===== src/rtl/spi_tx_arbiter.sv =====
// spi_tx_arbiter: round-robin arbiter that lets several packet producers share
// one SPI TX byte port. A granted requester streams a 41-byte packet into a
// local buffer. The buffer is then replayed to the SPI port without gaps, and
// the arbiter waits out the serialization time before granting again.
module spi_tx_arbiter #(
  parameter int N_REQ     = 3,
  parameter int PKT_BYTES = 41,
  parameter int GAP_DATA  = 330,
  parameter int GAP_INT   = 74
) (
  input  logic               clk,
  input  logic               rst,
  input  logic [N_REQ-1:0]   req_valid,
  input  logic [8*N_REQ-1:0] req_byte,
  output logic [N_REQ-1:0]   req_ready,
  output logic [N_REQ-1:0]   grant,
  output logic               spi_tx_valid,
  output logic [7:0]         spi_tx_byte,
  output logic               busy
);

  localparam int PTR_W   = $clog2(N_REQ);
  localparam int GAP_MAX = (GAP_DATA > GAP_INT) ? GAP_DATA : GAP_INT;
  localparam int CNT_W   = $clog2(GAP_MAX + 1);
  localparam logic [5:0] LAST_IDX = 6'(PKT_BYTES - 1);
  localparam logic [5:0] LOAD_END = 6'(PKT_BYTES);

  typedef enum logic [1:0] {IDLE, COLLECT, LOAD, COOLDOWN} state_t;

  state_t             r_state;
  state_t             w_nextState;
  logic [N_REQ-1:0]   r_grant;
  logic [PTR_W-1:0]   r_ptr;
  logic [5:0]         r_idx;
  logic [CNT_W-1:0]   r_cnt;
  logic               r_spiValid;
  logic [7:0]         r_spiByte;
  logic               r_busy;
  logic [7:0]         r_buf [PKT_BYTES];

  logic [PTR_W-1:0]   w_sel;
  logic [N_REQ-1:0]   w_selOneHot;
  logic [7:0]         w_reqByte;
  logic               w_accept;

  // Index that lies off positions after base, wrapping around the requesters.
  function automatic logic [PTR_W-1:0] wrapIdx(input logic [PTR_W-1:0] base, input int off);
    int s;
    s = int'(base) + off;
    if (s >= N_REQ) s = s - N_REQ;
    return PTR_W'(s);
  endfunction

  // Round-robin pick: first requester after the pointer, scanning upward with wrap.
  always_comb begin
    w_sel = '0;
    for (int k = N_REQ; k >= 1; k--) begin
      if (req_valid[wrapIdx(r_ptr, k)]) w_sel = wrapIdx(r_ptr, k);
    end
  end

  assign w_selOneHot = N_REQ'(1) << w_sel;

  // Byte from the granted requester; the pointer always names the current grant.
  always_comb begin
    w_reqByte = '0;
    for (int i = 0; i < N_REQ; i++) begin
      if (r_ptr == PTR_W'(i)) w_reqByte = req_byte[8*i +: 8];
    end
  end

  assign req_ready = (r_state == COLLECT) ? r_grant : '0;
  assign w_accept  = |(req_valid & req_ready);

  // State register.
  always_ff @(posedge clk or posedge rst) begin
    if (rst) r_state <= IDLE;
    else     r_state <= w_nextState;
  end

  // Next-state logic; LOAD length is fixed because the SPI port cannot stall.
  always_comb begin
    w_nextState = r_state;
    case (r_state)
      IDLE:     if (|req_valid) w_nextState = COLLECT;
      COLLECT:  if (w_accept && (r_idx == LAST_IDX)) w_nextState = LOAD;
      LOAD:     if (r_idx == LOAD_END) w_nextState = COOLDOWN;
      COOLDOWN: if (r_cnt <= CNT_W'(1)) w_nextState = IDLE;
      default:  w_nextState = IDLE;
    endcase
  end

  // Grant, pointer, byte index, cooldown counter and registered SPI outputs.
  always_ff @(posedge clk or posedge rst) begin
    if (rst) begin
      r_grant    <= '0;
      r_ptr      <= PTR_W'(N_REQ - 1);
      r_idx      <= '0;
      r_cnt      <= '0;
      r_spiValid <= 1'b0;
      r_spiByte  <= '0;
      r_busy     <= 1'b0;
    end else begin
      r_busy     <= (w_nextState != IDLE);
      r_spiValid <= 1'b0;
      case (r_state)
        IDLE: begin
          if (|req_valid) begin
            r_grant <= w_selOneHot;
            r_ptr   <= w_sel;
            r_idx   <= '0;
          end
        end
        COLLECT: begin
          if (w_accept) begin
            if (r_idx == LAST_IDX) begin
              r_grant    <= '0;
              r_idx      <= '0;
              r_spiValid <= 1'b1;
              r_spiByte  <= r_buf[0];
            end else begin
              r_idx <= r_idx + 6'd1;
            end
          end
        end
        LOAD: begin
          if (r_idx == LOAD_END) begin
            r_cnt <= r_buf[0][6] ? CNT_W'(GAP_INT) : CNT_W'(GAP_DATA);
          end else begin
            r_spiByte <= r_buf[r_idx];
            r_idx     <= r_idx + 6'd1;
          end
        end
        COOLDOWN: r_cnt <= r_cnt - CNT_W'(1);
        default: ;
      endcase
    end
  end

  // Packet buffer; its contents are don't-care until fully written again.
  always_ff @(posedge clk) begin
    if ((r_state == COLLECT) && w_accept) r_buf[r_idx] <= w_reqByte;
  end

  assign grant        = r_grant;
  assign spi_tx_valid = r_spiValid;
  assign spi_tx_byte  = r_spiByte;
  assign busy         = r_busy;

endmodule


===== config.mk =====
export PLATFORM = sky130hd
export DESIGN_NAME = spi_tx_arbiter
export DESIGN_NICKNAME = d
export VERILOG_FILES = /design/src/rtl/spi_tx_arbiter.sv
export SDC_FILE = /design/constraint.sdc
export NUM_CORES = 1
export LEC_CHECK = 0
export ABC_AREA = 1
export BUFFER_PORTS_ARGS = -buffer_cell sky130_fd_sc_hd__buf_4
export CAP_MARGIN = 20
export CORE_AREA = 4 4 238 240
export DETAILED_ROUTE_END_ITERATION = 6
export DIE_AREA = 0 0 242 244
export MAX_ROUTING_LAYER = met4
export PLACE_DENSITY = 0.53
export SLEW_MARGIN = 10
export SYNTH_ARGS = -nofsm -noshare
export SYNTH_HDL_FRONTEND = slang
export SYNTH_SLANG_ARGS = --single-unit

===== constraint.sdc =====
create_clock -name clk -period 10.6 [get_ports clk]
set_input_delay 0.53 -clock clk [delete_from_list [all_inputs] [get_ports clk]]
set_output_delay 0.53 -clock clk [all_outputs]
set_load 0.005 [all_outputs]

==> flow_metrics.py <==
metrics = {
    "power_and_ir_drop": {
        "switching_share": 0.354,
        "sequentialPowerShare": 0.412,
        "leakagePower_nw": 7.89,
        "netSwitchingPower_w": 0.00163,
        "power.internal_w": 0.00298,
        "p_per_area_mw_per_mm2": 247,
        "p_comb_frac": 0.293,
        "peakVddDrop_uv": 200,
        "p_clk_frac": 0.296,
    },
    "routing": {
        "initialDrtViolationCount": 928,
        "vias_per_cell": 4.57,
        "vias": 11100,
        "drt_wl_total_um": 42800,
        "first_pass_iters": 5,
        "antenna_left": 0,
        "drc": 0,
        "route.detailed.wl_per_inst_um": 17.6,
    },
    "layout": {
        "layout-drive-gt1-share": 0.104,
        "syn_to_final_growth_pct": 14.9,
        "n_fill_cell": 5481,
        "fin_nets": 1736,
        "most-common-layout-cells": "nand2_1, edfxtp_1, inv_1",
        "final_common_cell": "nand2_1",
    },
    "worst_setup_path": {
        "r2r_cells": 4,
        "endpoint_kind": "flip-flop",
        "crit_type": "flip-flop to flip-flop",
        "start_kind": "flip-flop",
        "reg2reg_slack_ps": 6930,
        "worstPathMaxFanout": 81,
        "crit_arrival_ps": 3840,
        "cp.required_ps": 10760,
        "r2r-end": "r_buf[0][7]$_DFFE_PP_",
        "reg2reg_from": "r_idx[0]$_DFFE_PP0P_",
    },
    "timing": {
        "maxSlewHeadroom": 0.261,
        "period_share": 0.347,
        "whs_ps": 97.8,
        "rsz0062_at_grt": "false",
        "setup_violations": 0,
        "tightest_slew_ps": 1110,
        "drv_slew": 0,
        "fmax_mhz": 272,
        "min_period_ps": 3670,
        "setup_tns_ps": 0,
        "clock_skew_ps": 11.9,
        "finalHoldViolCount": 0,
    },
    "die": {
        "fp.dieW_um": 242,
        "rows": 86,
        "die_area_sq_mm": 0.0590,
        "coreArea_sq_mm": 0.0547,
        "fp.dieH_um": 244,
        "io_pins": 45,
        "initial_core_util": 0.297,
    },
    "yosys": {
        "synthAdderAreaFrac": 0.0108,
        "synth_top_family_by_area": "simple AND/OR/NAND/NOR gates",
        "yosysWarnings": 0,
        "yosys.area_share.simple": 0.233,
        "synthMuxAreaShare": 0,
        "synth_compound_area_frac": 0.0384,
        "syn-mean-instance-area_sq_um": 9.79,
        "ys_ff_latch": 360,
        "seq_area_frac_synth": 0.657,
        "synthXorXnorAreaFrac": 0.000540,
        "syn_inst": 1655,
        "ys_types": 37,
        "synth_fp_nets": 1698,
        "syn-cell-area_sq_mm": 0.0162,
    },
    "clock_tree": {
        "cts_resized": 0,
        "clk_path_buf_depth": 3,
        "ctsRootBufferMaster": "clkbuf_16",
        "htree_levels": 2,
        "cts_made_buffers": 41,
        "clock_latency_ps": 540,
        "cts_setup_buffers": 0,
        "cts_sinks": 360,
        "hold_buffers": 0,
        "clkTransAtPathRegs_ps": 60,
        "cts_tree": "built",
    },
    "grt": {
        "antenna_found_initial": 0,
        "grt_pass1_wl_um": 65500,
        "grt_pass1_vias": 11000,
        "grt_max_degree": 94,
        "grtUsageTotal": 0.146,
        "gr-total-overflow": 0,
    },
    "placed_design": {
        "portBuffers": 44,
        "gp_congestion": 0.827,
        "dp_hpwl_um": 26400,
    },
    "outcome": {
        "status": "completed",
    },
    "hold_path": {
        "hold_class": "primary input to async pin",
    },
    "flow_run": {
        "cap_violations": 0,
    },
}
cells by family (layout without fill, tap and decap cells):
| group | count (synthesis) | count (layout) |
|---|---|---|
| simple gates | 930 | 930 |
| flops | 360 | 360 |
| buf+inv | 241 | 311 |
| compound gates | 109 | 109 |
| fa+ha+maj | 14 | 14 |
| xor+xnor | 1 | 1 |
| other cells | 0 | 1 |
worst max-delay path: stages, from the launching register on:
cell	delay (ps)
dfrtp_4	650
clkinv_2	480
buf_4	790
nand2_1	500
nor2_1	800
state kept, by name (all words and copies together) (netlist names):
| register | count |
|---|---|
| busy | 1 |
| grant | 3 |
| r_buf | 328 |
| r_cnt | 9 |
| r_idx | 6 |
| r_ptr | 2 |
| r_state | 2 |
| spi_tx_byte | 8 |
| spi_tx_valid | 1 |
power groups by stage:
stage / combinational, W / sequential (W) / clock [W]
final: 0.00135 / 0.00190 / 0.00136
after detailed placement: 0.00137 / 0.00192 / 0
after global placement: 0.00136 / 0.00192 / 0
after global routing: 0.00149 / 0.00190 / 0.00145
after floorplan: 0.000788 / 0.00192 / 0
after CTS: 0.00137 / 0.00190 / 0.00138
area by class of cell:
type                            count  area [sq um]  area share
Sequential cell                   360         10700       0.572
Multi-Input combinational cell   1054          4670       0.251
Clock buffer                       52          1130      0.0607
Tap cell                          704           881      0.0473
Inverter                          172           647      0.0347
Timing Repair Buffer               64           480      0.0258
Clock inverter                     23           159     0.00853
Antenna cell                        1          2.50    0.000134
synth_stat cells, drive strengths merged:
cell type	count	area share
o22ai	2	0.00077
nand4	17	0.0069
buf	50	0.016
nand2	662	0.15
dfrtp	31	0.048
a31oi	3	0.0012
clkinv	1	0.00023
a21oi	25	0.0077
a21boi	1	0.00046
o211ai	13	0.0060
o31ai	1	0.00046
clkbuf	19	0.0044
nor2	133	0.033
nand3	79	0.025
inv	171	0.040
and3	1	0.00039
a22oi	9	0.0042
nor3	6	0.0022
o21ai	54	0.017
nand3b	3	0.0016
ha	14	0.011
edfxtp	328	0.61
or2	29	0.011
dfstp	1	0.0016
xor2	1	0.00054
o21a	1	0.00046
how the worst max path moves through the flow:
stage / to / startpoint
finish: r_buf[0][7]$_DFFE_PP_ / r_idx[0]$_DFFE_PP0P_
global route: r_buf[0][3]$_DFFE_PP_ / r_idx[0]$_DFFE_PP0P_
CTS: r_buf[0][3]$_DFFE_PP_ / r_idx[0]$_DFFE_PP0P_
detailed placement: r_buf[11][6]$_DFFE_PP_ / r_idx[0]$_DFFE_PP0P_
global placement: r_buf[11][2]$_DFFE_PP_ / r_idx[0]$_DFFE_PP0P_
floorplan: r_buf[0][0]$_DFFE_PP_ / r_ptr[1]$_DFFE_PP1P_
per-layer routing:
| layer | wire length [um] | track usage | vias to the layer above | part of all wire |
|---|---|---|---|---|
| met5 | 0 | - | - | 0 |
| met4 | 1060 | 0.0451 | 0 | 0.025 |
| met3 | 2030 | 0.0217 | 64 | 0.047 |
| met2 | 20200 | 0.236 | 272 | 0.47 |
| met1 | 19500 | 0.193 | 5290 | 0.46 |
| li1 | - | - | 5469 | - |
metrics by stage:
stage	total power, W	utilization	area [sq um]	setup WS [ps]	instances
2_1_floorplan	0.00271	-	16200	7050	1655
4_1_cts	0.00465	0.341	18600	6980	2429
3_3_place_gp	0.00328	0.317	17300	7070	2354
5_1_grt	0.00485	0.341	18600	6740	2429
6_report	0.00460	0.341	18600	6930	2430
3_5_place_dp	0.00329	0.317	17300	7000	2354
Note: power is estimated with default switching activity, not from simulation.
